### src/rtl/pipe_add_pkg.sv
// rtl/pipe_add_pkg.sv - shared constants for the pipelined N-bit adder
package pipe_add_pkg;

  localparam int PIPE_ADD_DEFAULT_N      = 32;
  localparam int PIPE_ADD_DEFAULT_STAGES = 4;

  // Width of one carry-chain slice.
  function automatic int seg_width(input int n, input int stages);
    return n / stages;
  endfunction

endpackage

### src/rtl/add_seg.sv
// rtl/add_seg.sv - W-bit combinational adder slice
// Ports: a, b (W-bit operands), ci (carry in) -> s (W-bit sum), co (carry out).
module add_seg #(
  parameter int W = 8
) (
  input  logic [W-1:0] a,
  input  logic [W-1:0] b,
  input  logic         ci,
  output logic [W-1:0] s,
  output logic         co
);

  assign {co, s} = {1'b0, a} + {1'b0, b} + {{W{1'b0}}, ci};

endmodule

### src/rtl/pipe_add_n.sv
// rtl/pipe_add_n.sv - N-bit adder/subtractor with the carry chain split over STAGES pipeline stages
// Ports: clk, rst_n (async active-low); in_valid/in_ready, a, b, ci, sub (operand side);
//        out_valid/out_ready, s, co (result side); ovf only when PIPE_ADD_OVF_EN is defined.
// Optional feature macro: PIPE_ADD_OVF_EN adds the pipelined signed-overflow output ovf.
module pipe_add_n
  import pipe_add_pkg::*;
#(
  parameter int N      = PIPE_ADD_DEFAULT_N,
  parameter int STAGES = PIPE_ADD_DEFAULT_STAGES
) (
  input  logic         clk,
  input  logic         rst_n,
  input  logic         in_valid,
  output logic         in_ready,
  input  logic [N-1:0] a,
  input  logic [N-1:0] b,
  input  logic         ci,
  input  logic         sub,
  output logic         out_valid,
  input  logic         out_ready,
  output logic [N-1:0] s,
  output logic         co
`ifdef PIPE_ADD_OVF_EN
  ,
  output logic         ovf
`endif
);

  localparam int W = seg_width(N, STAGES);

  // One global enable: the whole pipe moves together or holds together,
  // so in_ready never depends on in_valid.
  logic         adv;
  logic [N-1:0] b_eff;

  assign adv      = !out_valid || out_ready;
  assign in_ready = adv;
  assign b_eff    = sub ? ~b : b;

  for (genvar k = 0; k < STAGES; k++) begin : g_stg
    // RW: operand bits still unprocessed entering stage k; HI: those left after it.
    localparam int RW = N - k * W;
    localparam int HI = RW - W;

    logic [RW-1:0]        src_a;
    logic [RW-1:0]        src_b;
    logic                 src_c;
    logic                 src_v;
    logic [W-1:0]         seg_s;
    logic                 seg_co;
    logic [(k+1)*W-1:0]   s_d;
    logic [(k+1)*W-1:0]   s_q;
    logic                 c_q;
    logic                 v_q;

    if (k == 0) begin : g_head
      assign src_a = a;
      assign src_b = b_eff;
      assign src_c = ci;
      assign src_v = in_valid;
      assign s_d   = seg_s;
    end else begin : g_body
      assign src_a = g_stg[k-1].g_fwd.a_q;
      assign src_b = g_stg[k-1].g_fwd.b_q;
      assign src_c = g_stg[k-1].c_q;
      assign src_v = g_stg[k-1].v_q;
      // Completed lower slices ride along so the final word is coherent.
      assign s_d   = {seg_s, g_stg[k-1].s_q};
    end

    add_seg #(.W(W)) u_seg (
      .a  (src_a[W-1:0]),
      .b  (src_b[W-1:0]),
      .ci (src_c),
      .s  (seg_s),
      .co (seg_co)
    );

    always_ff @(posedge clk or negedge rst_n) begin
      if (!rst_n) begin
        v_q <= 1'b0;
        c_q <= 1'b0;
        s_q <= '0;
      end else if (adv) begin
        v_q <= src_v;
        c_q <= seg_co;
        s_q <= s_d;
      end
    end

    // Upper operand slices not yet added are delayed to meet their carry.
    if (HI > 0) begin : g_fwd
      logic [HI-1:0] a_q;
      logic [HI-1:0] b_q;

      always_ff @(posedge clk or negedge rst_n) begin
        if (!rst_n) begin
          a_q <= '0;
          b_q <= '0;
        end else if (adv) begin
          a_q <= src_a[RW-1:W];
          b_q <= src_b[RW-1:W];
        end
      end
    end
  end

  assign out_valid = g_stg[STAGES-1].v_q;
  assign s         = g_stg[STAGES-1].s_q;
  assign co        = g_stg[STAGES-1].c_q;

`ifdef PIPE_ADD_OVF_EN
  // Carry into the MSB is recovered from the top slice's sum bit.
  logic msb_cin;
  logic ovf_q;

  assign msb_cin = g_stg[STAGES-1].src_a[W-1] ^ g_stg[STAGES-1].src_b[W-1]
                 ^ g_stg[STAGES-1].seg_s[W-1];

  always_ff @(posedge clk or negedge rst_n) begin
    if (!rst_n) begin
      ovf_q <= 1'b0;
    end else if (adv) begin
      ovf_q <= msb_cin ^ g_stg[STAGES-1].seg_co;
    end
  end

  assign ovf = ovf_q;
`endif

endmodule

### config.mk
export PLATFORM = sky130hd
export DESIGN_NAME = pipe_add_n
export DESIGN_NICKNAME = d
export VERILOG_FILES = /design/src/rtl/pipe_add_pkg.sv /design/src/rtl/add_seg.sv /design/src/rtl/pipe_add_n.sv
export SDC_FILE = /design/constraint.sdc
export NUM_CORES = 1
export LEC_CHECK = 0
export CORE_MARGIN = 10
export CORE_UTILIZATION = 39
export CTS_CLUSTER_DIAMETER = 80
export DETAILED_ROUTE_END_ITERATION = 16
export SYNTH_ARGS = -nofsm -noshare
export SYNTH_HDL_FRONTEND = slang
export SYNTH_SLANG_ARGS = --single-unit
### constraint.sdc
create_clock -name clk -period 3.2 [get_ports clk]
set_clock_uncertainty 0.2 [all_clocks]
set_input_delay 0.64 -clock clk [delete_from_list [all_inputs] [get_ports clk]]
set_output_delay 0.64 -clock clk [all_outputs]
set_load 0.01 [all_outputs]
# Word level (Yosys, flattened, before mapping)
# Cells that the tools add are included.
[classes] n_addsub=8 multipliers=0 div_mod_pow=0 order_cmp=0 eq_ne=0 n_shift=0 muxes=1 n_bitwise=1 reduce_logical=2
[op_table] op="adder 8 x 8 -> 9 bit" count=4
[op_table] op="adder 9 x 1 -> 9 bit" count=4
[op_table] op="2-to-1 mux 32 bit" count=1
[op_table] op="inverter 32 bit" count=1
[op_table] op="logical NOT 1 bit" count=1
[op_table] op="logical OR 1 bit" count=1
[totals] reg_bits=184 latchBits=0 ram_bits=0 mem_bits_ro=0 in_bits=70 out_inout_bits=35 wordCells=30 mem_count=0

# Longest topological paths before layout
[depth] depth_word=4 ltp_mapped=9 depth_no_buf=7

# Hierarchy
# Synthesis repeated with hierarchy kept, for this count alone.
[hier_totals] cells_unflattened=588 area_unflattened_um2=9085.0
[modules_own_cells] module="pipe_add_n" n_inst=1 cells_each=426 area_each_um2=7758.7 seq_area_each_um2=4604.4
[modules_own_cells] module="add_seg at g_stg[0].u_seg ..." n_inst=3 cells_each=40 area_each_um2=331.6 seq_area_each_um2=0.0
[modules_own_cells] module="add_seg at g_stg[2].u_seg" n_inst=1 cells_each=42 area_each_um2=331.6 seq_area_each_um2=0.0

# Worst setup path after synthesis
# Ideal clock, no wire load.
[synth_timing] path_kind="input -> register" from="in sub" to="reg g_stg[0].s_q[4]" setup_time_ns=0.118 arrival_ns=2.433 required_time_ns=2.882 setup_slack_ns=0.449 cell_stages=9 n_path_buf=2 path_cell_list="buf_2 > buf_2 > xnor2_1 > fa_1 > fa_1 > nor2b_1 > o31a_1 > a211oi_1 > a21o_1"
[synth_via] elab_chain_cells=3
[synth_lines] element="start: declaration" line="pipe_add_n.sv:18" text="input logic sub,"
[synth_lines] element="2-to-1 mux 32 bit" line="pipe_add_n.sv:38" text="assign b_eff = sub ? ~b : b;"
[synth_lines] element="adder 8 x 8 -> 9 bit" line="add_seg.sv:13" text="assign {co, s} = {1'b0, a} + {1'b0, b} + {{W{1'b0}}, ci};"
[synth_lines] element="adder 9 x 1 -> 9 bit" line="add_seg.sv:13"
[synth_lines] element="end signal: assignment" line="pipe_add_n.sv:83" text="s_q <= '0;"
[synth_lines] element="end signal: assignment" line="pipe_add_n.sv:87" text="s_q <= s_d;"
[synth_lines] element="end: declaration" line="pipe_add_n.sv:52" text="logic [(k+1)*W-1:0] s_q;"
# No other way between the ends.
# A chain may end at the register's enable or synchronous reset.

# Worst setup path in the final report
[layout_timing] from="in out_ready" to="out in_ready"
[layout_via] elab_chain_cells=1
[layout_lines] element="start: declaration" line="pipe_add_n.sv:20" text="input logic out_ready,"
[layout_lines] element="logical OR 1 bit" line="pipe_add_n.sv:36" text="assign adv = !out_valid || out_ready;"
[layout_lines] element="end: declaration" line="pipe_add_n.sv:14" text="output logic in_ready,"
# No other way between the ends.

==> flow_summary.json <==
{
  "max_stage_delay_ns": 0.56,
  "routed_wl_mm": 17.9,
  "cp-start-kind": "primary input",
  "multi_input_area_sq_mm": 0.00371,
  "die_h_microns": 168,
  "layout_common_cells": "nand2_1, dfrtp_1, clkdlybuf4s50_1, o21ai_0",
  "crit_required_ns": 2.36,
  "grt_usage_pct": 13.0,
  "finalMaxSlewViolations": 0,
  "dp_hpwl_mm": 12.1,
  "post-route-period-util_pct": 84.0,
  "rr_worst_depth": 6,
  "syn_avg_cell_area_sq_um": 9.26,
  "netlist_instances": 928,
  "fin_cells": 1309,
  "synth_cell_types": 35,
  "leakage_uw": 0.00494,
  "setup_violations": 0,
  "clock-sinks": 184,
  "first_global_vias": 6381,
  "drt_iter0_markers": 345,
  "sw_frac_of_total_pct": 36.9,
  "grt_pass1_wl_mm": 31.2,
  "antenna_found_initial": 0,
  "crit_top_cell": "clkdlybuf4s50_1",
  "layout_commonest_cell": "nand2_1",
  "slew_headroom_pct": 41.8,
  "clockRootBuffer": "clkbuf_16",
  "path_class": "primary input to output port",
  "cts_tree": "yes",
  "status": "complete, no violations",
  "cts-hold-fix-buffers": 0,
  "clk_latency_ns": 0.43,
  "cts_made_buffers": 17,
  "dp.cells": 1278,
  "tightest_slew_ns": 0.874,
  "p_int_uw": 6210,
  "maxCapViolCount": 0,
  "synthFlopType": "dfrtp_1",
  "cts_resized": 0,
  "clk_path_buf_depth": 2,
  "rsz0062_at_grt": "no",
  "fmax_ghz": 0.372,
  "ys_seq_area_share_pct": 53.6,
  "core_sq_mm": 0.0218,
  "num_rows": 54,
  "io_pins": 105,
  "netlist_area_sq_mm": 0.00859,
  "num_antenna_cells": 0,
  "cp-end-kind": "output port",
  "comb_power_share_pct": 39.7,
  "clk_pin_slew_ns": 0.07,
  "ys_seq_elements": 184,
  "globalplace.congestion": 0.751,
  "ir_worst_vdd_mv": 0.891,
  "seq_area_sq_mm": 0.00460,
  "syn-num-nets": 1034,
  "async_flop_share_pct": 100,
  "synth_edf_count": 0,
  "power_frac_clock_pct": 20.3,
  "finalCriticalPeriod_ns": 2.69,
  "grt_max_degree": 182,
  "cp.arrival_ns": 1.85,
  "fin_setup_tns_ns": 0,
  "die-area_sq_mm": 0.0284,
  "grt_overflow_total": 0,
  "die_w_microns": 168,
  "hold_class": "primary input to asynchronous set/reset pin",
  "cts_setup_buffers": 0,
  "crit_path_cell_trace": "clkdlybuf4s50_1, nor2b_4, inv_4, clkdlybuf4s50_1",
  "final_nets": 1123,
  "drive_above_1_share_pct": 5.05,
  "p_per_area_mw_per_mm2": 944,
  "critical-path-slowest-cell": "clkdlybuf4s50_1",
  "htreeDepth": 4,
  "hold_viol": 0,
  "initial_core_util_pct": 39.5,
  "cp_max_fo": 2,
  "wire_per_inst_microns": 13.7,
  "via_count": 6226,
  "firstDrtPassIters": 4,
  "post-route-drc-count": 0,
  "areaGrowthSynthToFinish_pct": 21.3,
  "yosys_warnings": 0,
  "fillCellCount": 2101,
  "seqPwrFrac_pct": 40.1,
  "p_switching_uw": 3630,
  "viasPerCell": 4.76,
  "io_buffer_count": 104,
  "ant_nets": 0
}
power by group through the flow:
stage / logic, uW / registers [uW] / clock network [uW]
after detailed placement: 3980 / 4000 / 0
after global placement: 3900 / 3980 / 0
after CTS: 3990 / 3960 / 2060
final: 3900 / 3940 / 1990
after floorplan: 2720 / 3950 / 0
after global routing: 4520 / 4090 / 2140
cell type report:
class                   count  share of cell area, %
clock buffers              19                   4.25
repair buffers            117                   11.4
inverters                   5                  0.204
clock inverters            12                   1.01
well taps                 280                   3.36
multi-input cells         692                   35.6
flip-flops and latches    184                   44.2
synthesized netlist by cell type (3+ instances only):
cell type / number / area (sq um)
a211oi_2: 3 / 37.5
mux2i_1: 3 / 30.0
nor3_1: 10 / 50.1
o21ai_0: 49 / 245
o31a_1: 8 / 70.1
nand3b_1: 5 / 37.5
nor2b_1: 3 / 18.8
xnor2_1: 28 / 245
xor2_1: 8 / 70.1
o31ai_1: 10 / 75.1
o21a_1: 7 / 52.6
ha_1: 28 / 350
nor4b_1: 7 / 61.3
a211oi_1: 17 / 128
nor3b_1: 18 / 135
o21bai_1: 3 / 22.5
nor2_1: 10 / 37.5
buf_6: 5 / 56.3
a21o_1: 5 / 37.5
nand2b_1: 7 / 43.8
a221oi_1: 5 / 43.8
nand2_1: 427 / 1600
inv_1: 4 / 15.0
buf_2: 39 / 195
a21oi_1: 4 / 20.0
or3_1: 6 / 37.5
dfrtp_1: 184 / 4600
o22a_1: 3 / 26.3
fa_1: 8 / 160
nand3_1: 7 / 35.0
per-stage QoR:
stage	hold slack [ns]	utilization [%]	total power, uW	instance area [sq um]	worst slack [ns]
finish	0.0257	47.9	9840	10400	0.511
global route	0.0932	47.9	10800	10400	0.476
CTS	0.0647	47.9	10000	10400	0.497
detailed placement	0.252	45.4	7980	9870	0.228
global placement	0.248	45.4	7880	9870	0.259
floorplan	0.144	-	6670	8590	0.449
worst max-delay path, delay by kind of cell:
kind	cells	cell delay (ns)
buffers and inverters	3	1.15
and+or+nand+nor	1	0.06
kinds of logic after synthesis:
logic type      after synthesis  share of synthesized area [%]
compound gates              117                           9.16
xor+xnor                     36                           3.67
fa+ha+maj                    36                           5.94
buf+inv                      52                           3.35
flops                       184                           53.6
mux                           3                          0.349
simple gates                500                           24.0
layer usage:
layer	part of all wire [%]	global-route usage, %	up-vias
li1	-	-	3211
met1	47	16.5	2932
met2	48	21.8	72
met3	3.6	3.40	11
met4	0.77	3.07	0
met5	0	0	-
registers in the layout, summed over array words and instances (netlist names):
name             flops
g_stg.g_fwd.a_q     48
g_stg.g_fwd.b_q     48
g_stg.s_q           48
s                   32
g_stg.c_q            3
g_stg.v_q            3
co                   1
out_valid            1
path summary, 6_finish.rpt:
check,from,end,slack [ns]
max in group asynchronous,rst_n,g_stg[0].g_fwd.b_q[7],2.02
max,out_ready,in_ready,0.51
min,rst_n,g_stg[0].s_q[0],0.03
max reg2reg,g_stg[0].c_q,g_stg[1].c_q,0.59
min in group clk,g_stg[1].s_q[9],g_stg[2].s_q[9],0.26
min reg2reg,g_stg[1].s_q[9],g_stg[2].s_q[9],0.26
Note: power is estimated with default switching activity, not from simulation.
